==> src/rtl/regfile_pkg.sv <==
// Shared register-file constants and types for the register file and its write-port arbiter.
package regfile_pkg;

    localparam int REG_COUNT    = 32;
    localparam int REG_ADDR_W   = 5;
    localparam int REG_DATA_W   = 32;
    localparam int ZERO_REG_IDX = 31;

    typedef logic [REG_ADDR_W-1:0] reg_addr_t;
    typedef logic [REG_DATA_W-1:0] reg_data_t;

    // Default number of writeback sources sharing the write port.
    localparam int REGFILE_ARB_NUM_REQ = 4;

endpackage

==> src/rtl/regfile_wr_arbiter_if.sv <==
// Writeback bus: requester side (req/addr/data/gnt) plus the registered register-file write port.
interface regfile_wr_arbiter_if
    import regfile_pkg::*;
#(
    parameter int NUM_REQ = REGFILE_ARB_NUM_REQ,
    parameter int DATA_W  = REG_DATA_W,
    parameter int ADDR_W  = REG_ADDR_W
);
    logic [NUM_REQ-1:0]        req;
    logic [NUM_REQ*ADDR_W-1:0] req_addr;
    logic [NUM_REQ*DATA_W-1:0] req_data;
    logic [NUM_REQ-1:0]        gnt;
    logic                      wr_en;
    logic [ADDR_W-1:0]         wr_addr;
    logic [DATA_W-1:0]         wr_data;

    // Writeback sources and the register file see this side.
    modport master (
        output req, req_addr, req_data,
        input  gnt, wr_en, wr_addr, wr_data
    );

    // The arbiter.
    modport slave (
        input  req, req_addr, req_data,
        output gnt, wr_en, wr_addr, wr_data
    );
endinterface

==> src/rtl/rr_arbiter.sv <==
// Round-robin arbiter: combinational one-hot grant, scanning from a pointer that moves past each winner.
module rr_arbiter #(
    parameter int N = 4
) (
    input  logic         clk,
    input  logic         reset,
    input  logic [N-1:0] req,
    input  logic         advance,
    output logic [N-1:0] gnt
);
    localparam int PTR_W = (N > 1) ? $clog2(N) : 1;

    logic [PTR_W-1:0] ptr;
    logic [PTR_W-1:0] win;
    logic             found;

    // NOTE: every combinational output gets a default before the loop so no latch is inferred.
    always_comb begin : scan
        int j;
        j     = 0;
        gnt   = '0;
        win   = ptr;
        found = 1'b0;
        for (int k = 0; k < N; k++) begin
            j = int'(ptr) + k;
            if (j >= N) j = j - N;
            if (!found && req[PTR_W'(j)]) begin
                found = 1'b1;
                win   = PTR_W'(j);
            end
        end
        if (found) gnt[win] = 1'b1;
    end

    // NOTE: state registers use non-blocking assignments; reset is sampled on the clock edge.
    always_ff @(posedge clk) begin
        if (reset) begin
            ptr <= '0;
        end else if (advance && found) begin
            ptr <= (win == PTR_W'(N - 1)) ? '0 : win + PTR_W'(1);
        end
    end

endmodule

==> src/rtl/regfile_wr_arbiter.sv <==
// Round-robin share of the register file's single write port with a 1-cycle registered write stage.
// Optional read-after-write forwarding is enabled by defining REGFILE_ARB_BYPASS_EN.
module regfile_wr_arbiter
    import regfile_pkg::*;
#(
    parameter int NUM_REQ  = REGFILE_ARB_NUM_REQ,
    parameter int DATA_W   = REG_DATA_W,
    parameter int ADDR_W   = REG_ADDR_W,
    parameter int ZERO_REG = ZERO_REG_IDX
) (
    input  logic                clk,
    input  logic                reset,
    regfile_wr_arbiter_if.slave bus,
    output logic [15:0]         drop_cnt
`ifdef REGFILE_ARB_BYPASS_EN
    ,
    input  logic [ADDR_W-1:0]   rd_addr_a,
    input  logic [ADDR_W-1:0]   rd_addr_b,
    input  logic [DATA_W-1:0]   rd_data_a,
    input  logic [DATA_W-1:0]   rd_data_b,
    output logic [DATA_W-1:0]   fwd_data_a,
    output logic [DATA_W-1:0]   fwd_data_b
`endif
);
    logic [NUM_REQ-1:0] req_live;
    logic [NUM_REQ-1:0] gnt;
    logic [ADDR_W-1:0]  sel_addr;
    logic [DATA_W-1:0]  sel_data;
    logic               wr_en;
    logic [ADDR_W-1:0]  wr_addr;
    logic [DATA_W-1:0]  wr_data;

    // No grant may be issued while reset is held, so pending requests stay pending.
    assign req_live = reset ? '0 : bus.req;

    rr_arbiter #(.N(NUM_REQ)) u_arb (
        .clk     (clk),
        .reset   (reset),
        .req     (req_live),
        .advance (1'b1),
        .gnt     (gnt)
    );

    always_comb begin
        sel_addr = '0;
        sel_data = '0;
        for (int i = 0; i < NUM_REQ; i++) begin
            if (gnt[i]) begin
                sel_addr = bus.req_addr[i*ADDR_W +: ADDR_W];
                sel_data = bus.req_data[i*DATA_W +: DATA_W];
            end
        end
    end

    // Zero-register writes are accepted upstream but never reach the file; they are only counted.
    always_ff @(posedge clk) begin
        if (reset) begin
            wr_en    <= 1'b0;
            wr_addr  <= '0;
            wr_data  <= '0;
            drop_cnt <= '0;
        end else if (|gnt) begin
            if (sel_addr == ADDR_W'(ZERO_REG)) begin
                wr_en <= 1'b0;
                if (drop_cnt != 16'hFFFF) drop_cnt <= drop_cnt + 16'd1;
            end else begin
                wr_en   <= 1'b1;
                wr_addr <= sel_addr;
                wr_data <= sel_data;
            end
        end else begin
            wr_en <= 1'b0;
        end
    end

    assign bus.gnt     = gnt;
    assign bus.wr_en   = wr_en;
    assign bus.wr_addr = wr_addr;
    assign bus.wr_data = wr_data;

`ifdef REGFILE_ARB_BYPASS_EN
    // The file writes on the edge but reads combinationally, so the in-flight write is forwarded.
    assign fwd_data_a = (wr_en && wr_addr == rd_addr_a && rd_addr_a != ADDR_W'(ZERO_REG))
                        ? wr_data : rd_data_a;
    assign fwd_data_b = (wr_en && wr_addr == rd_addr_b && rd_addr_b != ADDR_W'(ZERO_REG))
                        ? wr_data : rd_data_b;
`endif

endmodule
==> src/flat_wrapper.sv <==
// flat-port wrapper written by rule: the top's interface ports become plain ports
module regfile_wr_arbiter_flat import regfile_pkg::*;
#(
    parameter int NUM_REQ  = REGFILE_ARB_NUM_REQ,
    parameter int DATA_W   = REG_DATA_W,
    parameter int ADDR_W   = REG_ADDR_W,
    parameter int ZERO_REG = ZERO_REG_IDX
)
  (clk, reset, drop_cnt, bus_req, bus_req_addr, bus_req_data, bus_gnt, bus_wr_en, bus_wr_addr, bus_wr_data);
  regfile_wr_arbiter_if #(.NUM_REQ(NUM_REQ), .DATA_W(DATA_W), .ADDR_W(ADDR_W)) bus_i ();
  input  logic clk;
  input  logic reset;
  output logic [15:0] drop_cnt;
  input wire logic [$bits(bus_i.req)-1:0] bus_req;
  input wire logic [$bits(bus_i.req_addr)-1:0] bus_req_addr;
  input wire logic [$bits(bus_i.req_data)-1:0] bus_req_data;
  output wire logic [$bits(bus_i.gnt)-1:0] bus_gnt;
  output wire logic [$bits(bus_i.wr_en)-1:0] bus_wr_en;
  output wire logic [$bits(bus_i.wr_addr)-1:0] bus_wr_addr;
  output wire logic [$bits(bus_i.wr_data)-1:0] bus_wr_data;
  assign bus_i.req = bus_req;
  assign bus_i.req_addr = bus_req_addr;
  assign bus_i.req_data = bus_req_data;
  assign bus_gnt = bus_i.gnt;
  assign bus_wr_en = bus_i.wr_en;
  assign bus_wr_addr = bus_i.wr_addr;
  assign bus_wr_data = bus_i.wr_data;
  regfile_wr_arbiter #(.NUM_REQ(NUM_REQ), .DATA_W(DATA_W), .ADDR_W(ADDR_W), .ZERO_REG(ZERO_REG)) u_core (.clk(clk), .reset(reset), .bus(bus_i), .drop_cnt(drop_cnt));
endmodule
==> config.mk <==
export PLATFORM = sky130hd
export DESIGN_NAME = regfile_wr_arbiter_flat
export DESIGN_NICKNAME = d
export VERILOG_FILES = /design/src/rtl/regfile_pkg.sv /design/src/rtl/regfile_wr_arbiter_if.sv /design/src/rtl/rr_arbiter.sv /design/src/rtl/regfile_wr_arbiter.sv /design/src/flat_wrapper.sv
export SDC_FILE = /design/constraint.sdc
export NUM_CORES = 1
export LEC_CHECK = 0
export CORE_AREA = 2 2 116 106
export CTS_CLUSTER_SIZE = 12
export DETAILED_ROUTE_END_ITERATION = 16
export DIE_AREA = 0 0 118 108
export PLACE_DENSITY = 0.83
export SLEW_MARGIN = 5
export SYNTH_ARGS = -nofsm -noshare
export SYNTH_HDL_FRONTEND = slang
export SYNTH_HIERARCHICAL = 1
export SYNTH_SLANG_ARGS = --single-unit
==> constraint.sdc <==
create_clock -name clk -period 4.2 [get_ports clk]
set_input_delay 0.84 -clock clk [delete_from_list [all_inputs] [get_ports clk]]
set_output_delay 0.84 -clock clk [all_outputs]
set_load 0.05 [all_outputs]
Word level (Yosys, flattened, before mapping)
Cells that the tools add are included.
{ "op_classes": {"reduce_logical": 11, "n_eq_ne": 3, "muxes": 38, "order_cmp": 10, "add_sub_neg": 9, "bitwise_logic": 2} }
{ "ops": {"columns": ["cell", "n"], "rows": [
  ["32-bit 2-to-1 mux", 4],
  ["5-bit 2-to-1 mux", 4],
  ["2-bit 2-to-1 mux", 9],
  ["16-bit by 1-bit adder with 16-bit output, second input constant", 1],
  ["2-bit by 4-bit < comparator with 1-bit output, second input constant", 4],
  ["16-bit inequality test, second input constant", 1],
  ["1-bit 2-to-1 mux", 14],
  ["3-bit >= comparator, second input constant", 3],
  ["1-bit binary-select mux with 2-bit select", 4],
  ["4-bit 2-to-1 mux", 2],
  ["2-bit by 1-bit subtractor with 2-bit output, second input constant", 4],
  ["2-bit by 2-bit adder with 3-bit output, second input constant", 2],
  ["5-bit == test, second input constant", 1],
  ["1-bit logical AND", 4],
  ["4-bit OR reduction", 1],
  ["2-bit by 1-bit adder with 3-bit output, second input constant", 1],
  ["2-bit by 3-bit >= comparator with 1-bit output, second input constant", 1],
  ["1-bit logical NOT", 3],
  ["2-bit by 3-bit < comparator with 1-bit output, second input constant", 1],
  ["3-bit AND reduction", 1],
  ["2-bit by 1-bit adder with 2-bit output, second input constant", 1],
  ["1-bit demux with 2-bit select", 1],
  ["2-bit == test, second input constant", 1],
  ["2-bit by 1-bit >= comparator with 1-bit output, second input constant", 1],
  ["other kinds (3)", 4]
]} }
{ "totals": {"inputBits": 154, "wordCells": 78, "out_inout_bits": 58, "ff_bits": 56} }

Longest topological paths before layout
Gate-level depths: netlist of run 1.
{ "depth": {"word_depth": 27, "mapped_depth": 19, "mapped_depth_nobuf": 13} }

Hierarchy
Netlist of run 1, hierarchy kept.
{ "by_module_without_submodules": {"columns": ["module", "area_each_um2", "seq_area_each_um2", "instances", "cells_each"], "rows": [
  ["regfile_wr_arbiter", 3900.0, 1081.0, 1, 462],
  ["rr_arbiter", 282.8, 40.0, 1, 32]
]} }

Worst setup path before layout of run 1
OpenSTA, ideal clock, no wires.
{ "synth_timing": {"path_type": "input -> register", "from": "input reset", "to": "register u_core.drop_cnt[9]", "arrival_time_ps": 5153, "n_path_buf": 5, "required_ps": 4077, "setup_ps": 123, "setup_slack_ps": -1077, "path_stages": 17, "path_cell_list": "clkbuf_1 > clkbuf_1 > clkbuf_1 > nor2b_1 > nand2b_1 > a21oi_1 > a211oi_2 > ha_1 > nor2b_1 > inv_2 > nand2_2 > o221ai_2 > or4_1 > buf_2 > buf_6 > nor2_1 > mux2_1"} }
{ "synth_between": {"elab_cells_between_ends": 40, "cone_classes": "2 x order compare; 1 x eq/ne; 28 x mux; 9 x reduce/logical"} }
{ "synth_lines": {"columns": ["item", "line", "text"], "rows": [
  ["start: declaration", "flat_wrapper.sv:12", "input logic reset;"],
  ["4-bit 2-to-1 mux *", "regfile_wr_arbiter.sv:34", "assign req_live = reset ? '0 : bus.req;"],
  ["via u_core.req_live[1]", "regfile_wr_arbiter.sv:25", "logic [NUM_REQ-1:0] req_live;"],
  ["1-bit binary-select mux with 2-bit select", "rr_arbiter.sv:27", "if (!found && req[PTR_W'(j)]) begin"],
  ["1-bit 2-to-1 mux (not written as such) (2 in series)", "rr_arbiter.sv:27", null],
  ["1-bit 2-to-1 mux", "rr_arbiter.sv:27", null],
  ["1-bit logical NOT", "rr_arbiter.sv:27", null],
  ["1-bit logical AND", "rr_arbiter.sv:27", null],
  ["1-bit 2-to-1 mux", "rr_arbiter.sv:27", null],
  ["[7 not listed]", null, null],
  ["1-bit logical AND (not written as such)", "rr_arbiter.sv:32", "if (found) gnt[win] = 1'b1;"],
  ["1-bit 2-to-1 mux (not written as such)", "rr_arbiter.sv:32", null],
  ["1-bit demux with 2-bit select", "rr_arbiter.sv:32", null],
  ["4-bit 2-to-1 mux *", "rr_arbiter.sv:32", null],
  ["via bus_gnt[3]", "flat_wrapper.sv:17", "output wire logic [$bits(bus_i.gnt)-1:0] bus_gnt;"],
  ["5-bit 2-to-1 mux", "regfile_wr_arbiter.sv:48", "if (gnt[i]) begin"],
  ["5-bit == test", "regfile_wr_arbiter.sv:63", "if (sel_addr == ADDR_W'(ZERO_REG)) begin"],
  ["3-bit AND reduction (no line) *", null, null],
  ["end signal: assignment", "regfile_wr_arbiter.sv:65", "if (drop_cnt != 16'hFFFF) drop_cnt <= drop_cnt + 16'd1;"],
  ["end: declaration", "regfile_wr_arbiter.sv:14", "output logic [15:0] drop_cnt"]
]} }
The timed path passes the listed nets; every way through them passes the cells marked *. The select of a mux whose other input is x is not followed.
A chain may end at the register's enable or synchronous reset.

Worst setup path after layout of run 1
{ "layout_timing": {"from": "input bus_req[1]", "to": "register u_core.wr_data[15], in the netlist u_core/bus.wr_data[15]"} }
{ "layout_between": {"elab_chain_len": 26, "elab_cells_between_ends": 45, "cone_classes": "2 x order compare; 1 x eq/ne; 32 x mux; 1 x bitwise; 9 x reduce/logical"} }
{ "layout_lines": {"columns": ["item", "line", "text"], "rows": [
  ["start: declaration", "flat_wrapper.sv:14", "input wire logic [$bits(bus_i.req)-1:0] bus_req;"],
  ["4-bit 2-to-1 mux *", "regfile_wr_arbiter.sv:34", null],
  ["via u_core.req_live[1]", "regfile_wr_arbiter.sv:25", null],
  ["1-bit binary-select mux with 2-bit select", "rr_arbiter.sv:27", null],
  ["1-bit 2-to-1 mux (not written as such) (2 in series)", "rr_arbiter.sv:27", null],
  ["1-bit 2-to-1 mux", "rr_arbiter.sv:27", null],
  ["1-bit logical NOT", "rr_arbiter.sv:27", null],
  ["1-bit logical AND", "rr_arbiter.sv:27", null],
  ["1-bit 2-to-1 mux", "rr_arbiter.sv:27", null],
  ["[7 not listed]", null, null],
  ["1-bit logical AND (not written as such)", "rr_arbiter.sv:32", null],
  ["1-bit 2-to-1 mux (not written as such)", "rr_arbiter.sv:32", null],
  ["1-bit demux with 2-bit select", "rr_arbiter.sv:32", null],
  ["4-bit 2-to-1 mux *", "rr_arbiter.sv:32", null],
  ["5-bit 2-to-1 mux (4 in series)", "regfile_wr_arbiter.sv:48", null],
  ["5-bit == test", "regfile_wr_arbiter.sv:63", null],
  ["1-bit NOT (no line)", null, null],
  ["2-bit AND reduction (no line)", null, null],
  ["end signal: assignment", "regfile_wr_arbiter.sv:69", "wr_data <= sel_data;"],
  ["end: declaration", "regfile_wr_arbiter.sv:31", "logic [DATA_W-1:0] wr_data;"]
]} }
Marks and branches as above.

==> flow_metrics.env, run 1 <==
export IMPL_vias_per_cell=6.04
export IMPL_final_antenna_net_count=0
export IMPL_status="completed"
export IMPL_cap_violations=0
export IMPL_finalClockSkew_ps=4.00
export IMPL_max_clock_path_buffers=2
export IMPL_met3_length_um=1060
export IMPL_dieArea_mm2=0.0127
export IMPL_critPathRequiredTime_ps=4390
export IMPL_synth_area_per_cell_um2=8.47
export IMPL_ys_flop_type="dfxtp_1"
export IMPL_cp_arrival_ps=4220
export IMPL_gp_congestion=0.898
export IMPL_syn_to_final_growth_pct=65.0
export IMPL_grt_pass1_wl_um=25900
export IMPL_via_count=5166
export IMPL_cts_buffers=5
export IMPL_totalWireLength_um=16300
export IMPL_wl_met1_um=6480
export IMPL_rsz0062_at_grt="no"
export IMPL_crit_type="input port to register"
export IMPL_synthCells=494
export IMPL_grt_start_max_net_pins=64
export IMPL_post_place_ws_ps=-258
export IMPL_nNetsFinal=857
export IMPL_worstHoldPathType="register to register"
export IMPL_yosysUniqueCellTypes=54
export IMPL_grt_pass1_vias=5201
export IMPL_drive_above_1_share=0.169
export IMPL_drv_slew=0
export IMPL_synth_warning_count=6
export IMPL_ys_ff_latch=56
export IMPL_fin_ws_ps=173
export IMPL_io_pin_count=212
export IMPL_diodes=0
export IMPL_initial_core_util=0.366
export IMPL_period_minus_slack_ps=4030
export IMPL_die_h_um=108
export IMPL_clock_latency_ps=290
export IMPL_antenna_found_initial=0
export IMPL_die_w_um=118
export IMPL_grt_use_total=0.247
export IMPL_end_kind="register"
export IMPL_irDropWorstVdd_mv=0.233
export IMPL_p_leak_nw=2.25
export IMPL_syn_area_mm2=0.00418
export IMPL_path_max_fanout=19
export IMPL_drc=0
export IMPL_tightest_slew_ps=688
export IMPL_core_mm2=0.0114
export IMPL_portBuffers=211
export IMPL_cts_hold_buf=0
export IMPL_relSlewSlack=0.541
export IMPL_fin_util=0.604
export IMPL_grt_overflow=0
export IMPL_clock_sinks=56
export IMPL_cts_root_buffer="clkbuf_16"
export IMPL_cts_tree="yes"
export IMPL_hold_violations=0
export IMPL_seq_area_frac_synth=0.268
export IMPL_dr_pass1_iters=5
export IMPL_maxUsedRoutingLayer="met4"
export IMPL_powerDensity_mw_per_mm2=389
export IMPL_dp_cells=845
export IMPL_setup_tns_ps=0
export IMPL_fmax_mhz=248
export IMPL_wl_met2_um=8370
export IMPL_synth_edf_count=0
export IMPL_final_cell_count_no_fill=855
export IMPL_power_total_w=0.00268
export IMPL_place_hpwl_um=12400
export IMPL_num_rows=37
export IMPL_htree_levels=2
export IMPL_drtIter0Drc=241
export IMPL_wire_per_inst_um=19.0
export IMPL_clk_pin_slew_ps=80
export IMPL_synth_nets=653
export IMPL_setup_viol=0
export IMPL_n_fill_cell=987
export IMPL_critPathLaunchType="input port"
export IMPL_postSynth_asyncResetShare=0
export IMPL_post_route_period_util=0.959
-- repair_timing --
action | 4_1_cts | 5_1_grt
hold endpoints to repair | 0 | 0
buffers inserted | 0 | 2
gates resized for setup | 0 | 5
setup endpoints to repair | 0 | 47
-- worst paths after layout --
kind | startpoint | end | slack (ps) | depth (start not counted)
hold reg to reg | u_core/bus.wr_addr[1] | u_core/bus.wr_addr[1] | 480 | 2
setup / recovery | bus_req[1] | u_core/bus.wr_data[15] | 170 | 16
setup reg to reg | u_core/u_arb/ptr[0] | u_core/bus.wr_data[15] | 910 | 14
hold / removal | u_core/bus.wr_addr[1] | u_core/bus.wr_addr[1] | 480 | 2
-- cell usage after synthesis, drive strengths merged (2+ instances only) --
library cell / instances / area share
a311oi: 3 / 0.0078
inv: 6 / 0.0054
mux2: 4 / 0.011
and4: 2 / 0.0042
a221oi: 33 / 0.069
nor2b: 15 / 0.023
o21ai: 11 / 0.013
and2: 2 / 0.0030
nor2: 12 / 0.011
a221o: 4 / 0.0096
buf: 8 / 0.012
o221ai: 4 / 0.013
and3: 3 / 0.0045
a21oi: 16 / 0.019
nor4: 4 / 0.011
nand2b: 39 / 0.058
or2: 33 / 0.049
nor3: 4 / 0.0048
or4: 34 / 0.061
o311ai: 34 / 0.071
dfxtp: 56 / 0.27
clkbuf: 46 / 0.041
nand3: 3 / 0.0036
a211oi: 5 / 0.011
o22ai: 34 / 0.051
ha: 5 / 0.015
or3: 11 / 0.016
o32a: 2 / 0.0048
nand2: 11 / 0.010
o41a: 32 / 0.086
nand4: 8 / 0.012
-- state kept, by name, indices dropped and copies added (netlist names) --
name and count:
u_core/bus.wr_data 32, u_core/drop_cnt 16, u_core/bus.wr_addr 5, u_core/u_arb/ptr 2, u_core/bus.wr_en 1
-- report_power, final --
| part | switching [W] | internal [W] |
|---|---|---|
| registers | 0.0000675 | 0.000641 |
| logic | 0.000916 | 0.000633 |
| clock network | 0.000204 | 0.000223 |
| total | 0.00119 | 0.00150 |
-- final cells by class --
type | count | area, um^2 | area share
timing repair buffer | 251 | 2480 | 0.360
clock inverter | 3 | 23.8 | 0.00344
inverter | 6 | 22.5 | 0.00326
sequential | 56 | 1120 | 0.162
multi-input combinational | 378 | 2930 | 0.425
tap | 156 | 195 | 0.0283
clock buffer | 5 | 125 | 0.0181
-- logic make-up after synthesis --
logic type                 after synthesis  share of synthesized area
muxes                                    5                     0.0132
DFF                                     56                      0.268
and+or+nand+nor                        186                      0.282
adders and majority gates                5                     0.0150
other                                    1                   0.000897
AOI/OAI and AO/OA                      181                      0.362
buffers and inverters                   60                     0.0583
-- critical path, stage by stage --
cell and delay, ps:
clkdlybuf4s50_1 460, nor2b_4 200, nand2b_1 130, a21oi_1 70, a211oi_2 300, inv_1 130
ha_1 220, nor2b_4 140, or2_4 260, a221o_1 260, o221ai_1 110, buf_4 190
nor4_4 40, buf_4 190, or4_1 560, o311ai_1 100
-- cells in the final DEF (no fill, tap or decap), drive strengths merged, types with 2 or more instances in the layout --
cell / Yosys / final
nor2b: 15 / 15
a21oi: 16 / 16
mux2: 4 / 4
or3: 11 / 11
and2: 2 / 2
or4: 34 / 34
a221o: 4 / 4
nor3: 4 / 4
o21ai: 11 / 11
or2: 33 / 33
o41a: 32 / 32
o32a: 2 / 2
a211oi: 5 / 5
clkbuf: 46 / 5
and3: 3 / 3
a221oi: 33 / 33
dfxtp: 56 / 56
buf: 8 / 45
clkinvlp: 0 / 2
clkdlybuf4s50: 0 / 206
inv: 6 / 6
nand4: 8 / 8
nand2: 11 / 11
o22ai: 34 / 34
o221ai: 4 / 4
nand2b: 39 / 39
nor2: 12 / 12
a311oi: 3 / 3
nand3: 3 / 3
o311ai: 34 / 34
nor4: 4 / 4
and4: 2 / 2
ha: 5 / 5
-- per-stage QoR --
stage	instance area (um^2)	hold slack, ps
detailed placement	6720	465
floorplan	4320	541
finish	6900	477
global route	6900	494
global placement	6720	470
CTS	6860	479
-- routing by layer --
layer | track usage | vias to the layer above
met4 | 0.0688 | 0
li1 | - | 2437
met5 | 0 | -
met1 | 0.285 | 2462
met3 | 0.0385 | 31
met2 | 0.475 | 236
(Power assumes the default switching activity.)
==> run 2, diff against run 1 <==
--- a/config.mk
+++ b/config.mk
@@ -6,10 +6,10 @@
 export NUM_CORES = 1
 export LEC_CHECK = 0
 export CORE_AREA = 2 2 116 106
-export CTS_CLUSTER_SIZE = 12
 export DETAILED_ROUTE_END_ITERATION = 16
 export DIE_AREA = 0 0 118 108
-export PLACE_DENSITY = 0.83
+export PLACE_DENSITY = 0.73
+export SKIP_CTS_REPAIR_TIMING = 1
 export SLEW_MARGIN = 5
 export SYNTH_ARGS = -nofsm -noshare
 export SYNTH_HDL_FRONTEND = slang
==> flow_metrics.env, run 2 (synthesis gave the netlist of run 1 again) <==
export IMPL_finalClockSkew_ps=2.66
export IMPL_critPathMaxStageDelay_ps=480
export IMPL_fin_ws_ps=176
export IMPL_place_hpwl_um=12000
export IMPL_comb_power_share=0.570
export IMPL_grt_use_total=0.252
export IMPL_grt_start_max_net_pins=49
export IMPL_status="completed"
export IMPL_reg2reg_depth=14
export IMPL_drc=0
export IMPL_via_count=5180
export IMPL_dr_pass1_iters=4
export IMPL_grt_pass1_wl_um=26400
export IMPL_htree_levels=2
export IMPL_die_h_um=108
export IMPL_post_route_period_util=0.958
export IMPL_clock_latency_ps=290
export IMPL_largestRegisters="u_core/bus.wr_data (32), u_core/drop_cnt (16), u_core/bus.wr_addr (5)"
export IMPL_cpLargestDelayFamily="buffers and inverters"
export IMPL_power_frac_clock=0.177
export IMPL_critPathRequiredTime_ps=4380
export IMPL_hold_violations=0
export IMPL_irDropWorstVdd_mv=0.202
export IMPL_grt_overflow=0
export IMPL_syn_to_final_growth_pct=67.6
export IMPL_num_rows=37
export IMPL_clock_sinks=56
export IMPL_post_place_ws_ps=-174
export IMPL_largest_reg_flops=32
export IMPL_crit_chain="clkdlybuf4s50_1, nor2b_4, inv_2, a311oi_2, a211oi_2, buf_4, ha_1, nor2b_4, nor2b_4, a221o_1, o221ai_2, buf_4, nor4_4, buf_4, nand4_1, mux2_1"
export IMPL_dieArea_mm2=0.0127
export IMPL_final_antenna_net_count=0
export IMPL_core_mm2=0.0114
export IMPL_rsz0062_at_grt="no"
export IMPL_vias_per_cell=6.00
export IMPL_end_kind="register"
export IMPL_min_from="u_core/bus.wr_addr[1]"
export IMPL_timing_reg2reg_setup_slack_ps=990
export IMPL_p_leak_nw=2.32
export IMPL_cp_arrival_ps=4210
export IMPL_mostFrequentLayoutCells="clkdlybuf4s50_1, dfxtp_1, buf_4, nand2b_1"
export IMPL_grt_pass1_vias=5199
export IMPL_die_w_um=118
export IMPL_io_pin_count=212
export IMPL_drv_slew=0
export IMPL_drtIter0Drc=372
export IMPL_cap_violations=0
export IMPL_fmax_mhz=249
export IMPL_largest_register="u_core/bus.wr_data"
export IMPL_crit_buf_inv=5
export IMPL_critPathLaunchType="input port"
export IMPL_cts_buffers=5
export IMPL_crit_type="input port to register"
export IMPL_max_clock_path_buffers=2
export IMPL_final_cell_count_no_fill=863
export IMPL_seqPwrFrac=0.253
export IMPL_p_int_w=0.00158
export IMPL_drive_above_1_share=0.177
export IMPL_totalWireLength_um=16600
export IMPL_p_sw_w=0.00120
export IMPL_period_minus_slack_ps=4020
export IMPL_tightest_slew_ps=608
export IMPL_gp_congestion=0.866
export IMPL_power_total_w=0.00278
export IMPL_cts_root_buffer="clkbuf_16"
export IMPL_n_fill_cell=986
export IMPL_worstHoldPathType="register to register"
export IMPL_r2r_start="u_core/u_arb/ptr[0]"
export IMPL_clk_pin_slew_ps=80
export IMPL_rr_endpoint="u_core/drop_cnt[11]"
export IMPL_path_max_fanout=15
export IMPL_setup_viol=0
export IMPL_holdPathStages=2
export IMPL_final_common_cell="clkdlybuf4s50_1"
export IMPL_initial_core_util=0.366
export IMPL_startpoint="bus_req[0]"
export IMPL_nNetsFinal=865
export IMPL_min_to="u_core/bus.wr_addr[1]"
export IMPL_relSlewSlack=0.594
export IMPL_antenna_found_initial=0
export IMPL_switching_share=0.431
export IMPL_cts_tree="yes"
export IMPL_powerDensity_mw_per_mm2=397
export IMPL_diodes=0
export IMPL_portBuffers=211
export IMPL_dp_cells=852
export IMPL_wire_per_inst_um=19.2
export IMPL_cp_slowest_cell="clkdlybuf4s50_1"
## run 2: stage by stage
| stage | utilization | hold slack [ps] | area, um^2 | setup TNS, ps |
|---|---|---|---|---|
| 3_3_place_gp | 0.596 | 469 | 6810 | -99.6 |
| 2_1_floorplan | - | 541 | 4320 | -2300 |
| 4_1_cts | 0.611 | 495 | 6980 | 0 |
| 5_1_grt | 0.613 | 527 | 7010 | 0 |
| 3_5_place_dp | 0.596 | 482 | 6810 | -5420 |
| 6_report | 0.613 | 491 | 7010 | 0 |
## run 2: layout make-up
| type | count | area [um^2] | area share |
|---|---|---|---|
| Sequential cell | 56 | 1120 | 0.160 |
| Inverter | 6 | 22.5 | 0.00321 |
| Clock inverter | 3 | 47.5 | 0.00678 |
| Multi-Input combinational cell | 378 | 2920 | 0.416 |
| Timing Repair Buffer | 259 | 2580 | 0.368 |
| Tap cell | 156 | 195 | 0.0278 |
| Clock buffer | 5 | 125 | 0.0178 |
## run 2: metal layers
metal  wire length [um]  global-route usage
met4                206              0.0568
met2               8070               0.449
met1               7080               0.317
met3               1200              0.0469
met5                  0                   0
## run 2: worst max-delay path by stage
stage	to	slack [ps]	depth (start not counted)
after floorplan	u_core/drop_cnt[8]	-180	18
after global placement	u_core/drop_cnt[2]	-30	14
after detailed placement	u_core/drop_cnt[4]	-170	14
after CTS	u_core/drop_cnt[4]	110	14
after global routing	u_core/drop_cnt[5]	20	16
final	u_core/drop_cnt[5]	180	16
## run 2: power groups by stage
stage                     Sequential, W  Clock, W  Combinational (W)
after global placement         0.000713         0            0.00154
after floorplan                 0.00107         0           0.000570
final                          0.000704  0.000494            0.00159
after detailed placement       0.000714         0            0.00157
after CTS                      0.000705  0.000499            0.00158
after global routing           0.000718  0.000518            0.00167
## run 2: worst min-delay path, delay by kind of cell (launching register included)
family | cells | cell delay (ps)
flops | 1 | 320
buf+inv | 1 | 60
compound gates | 1 | 60
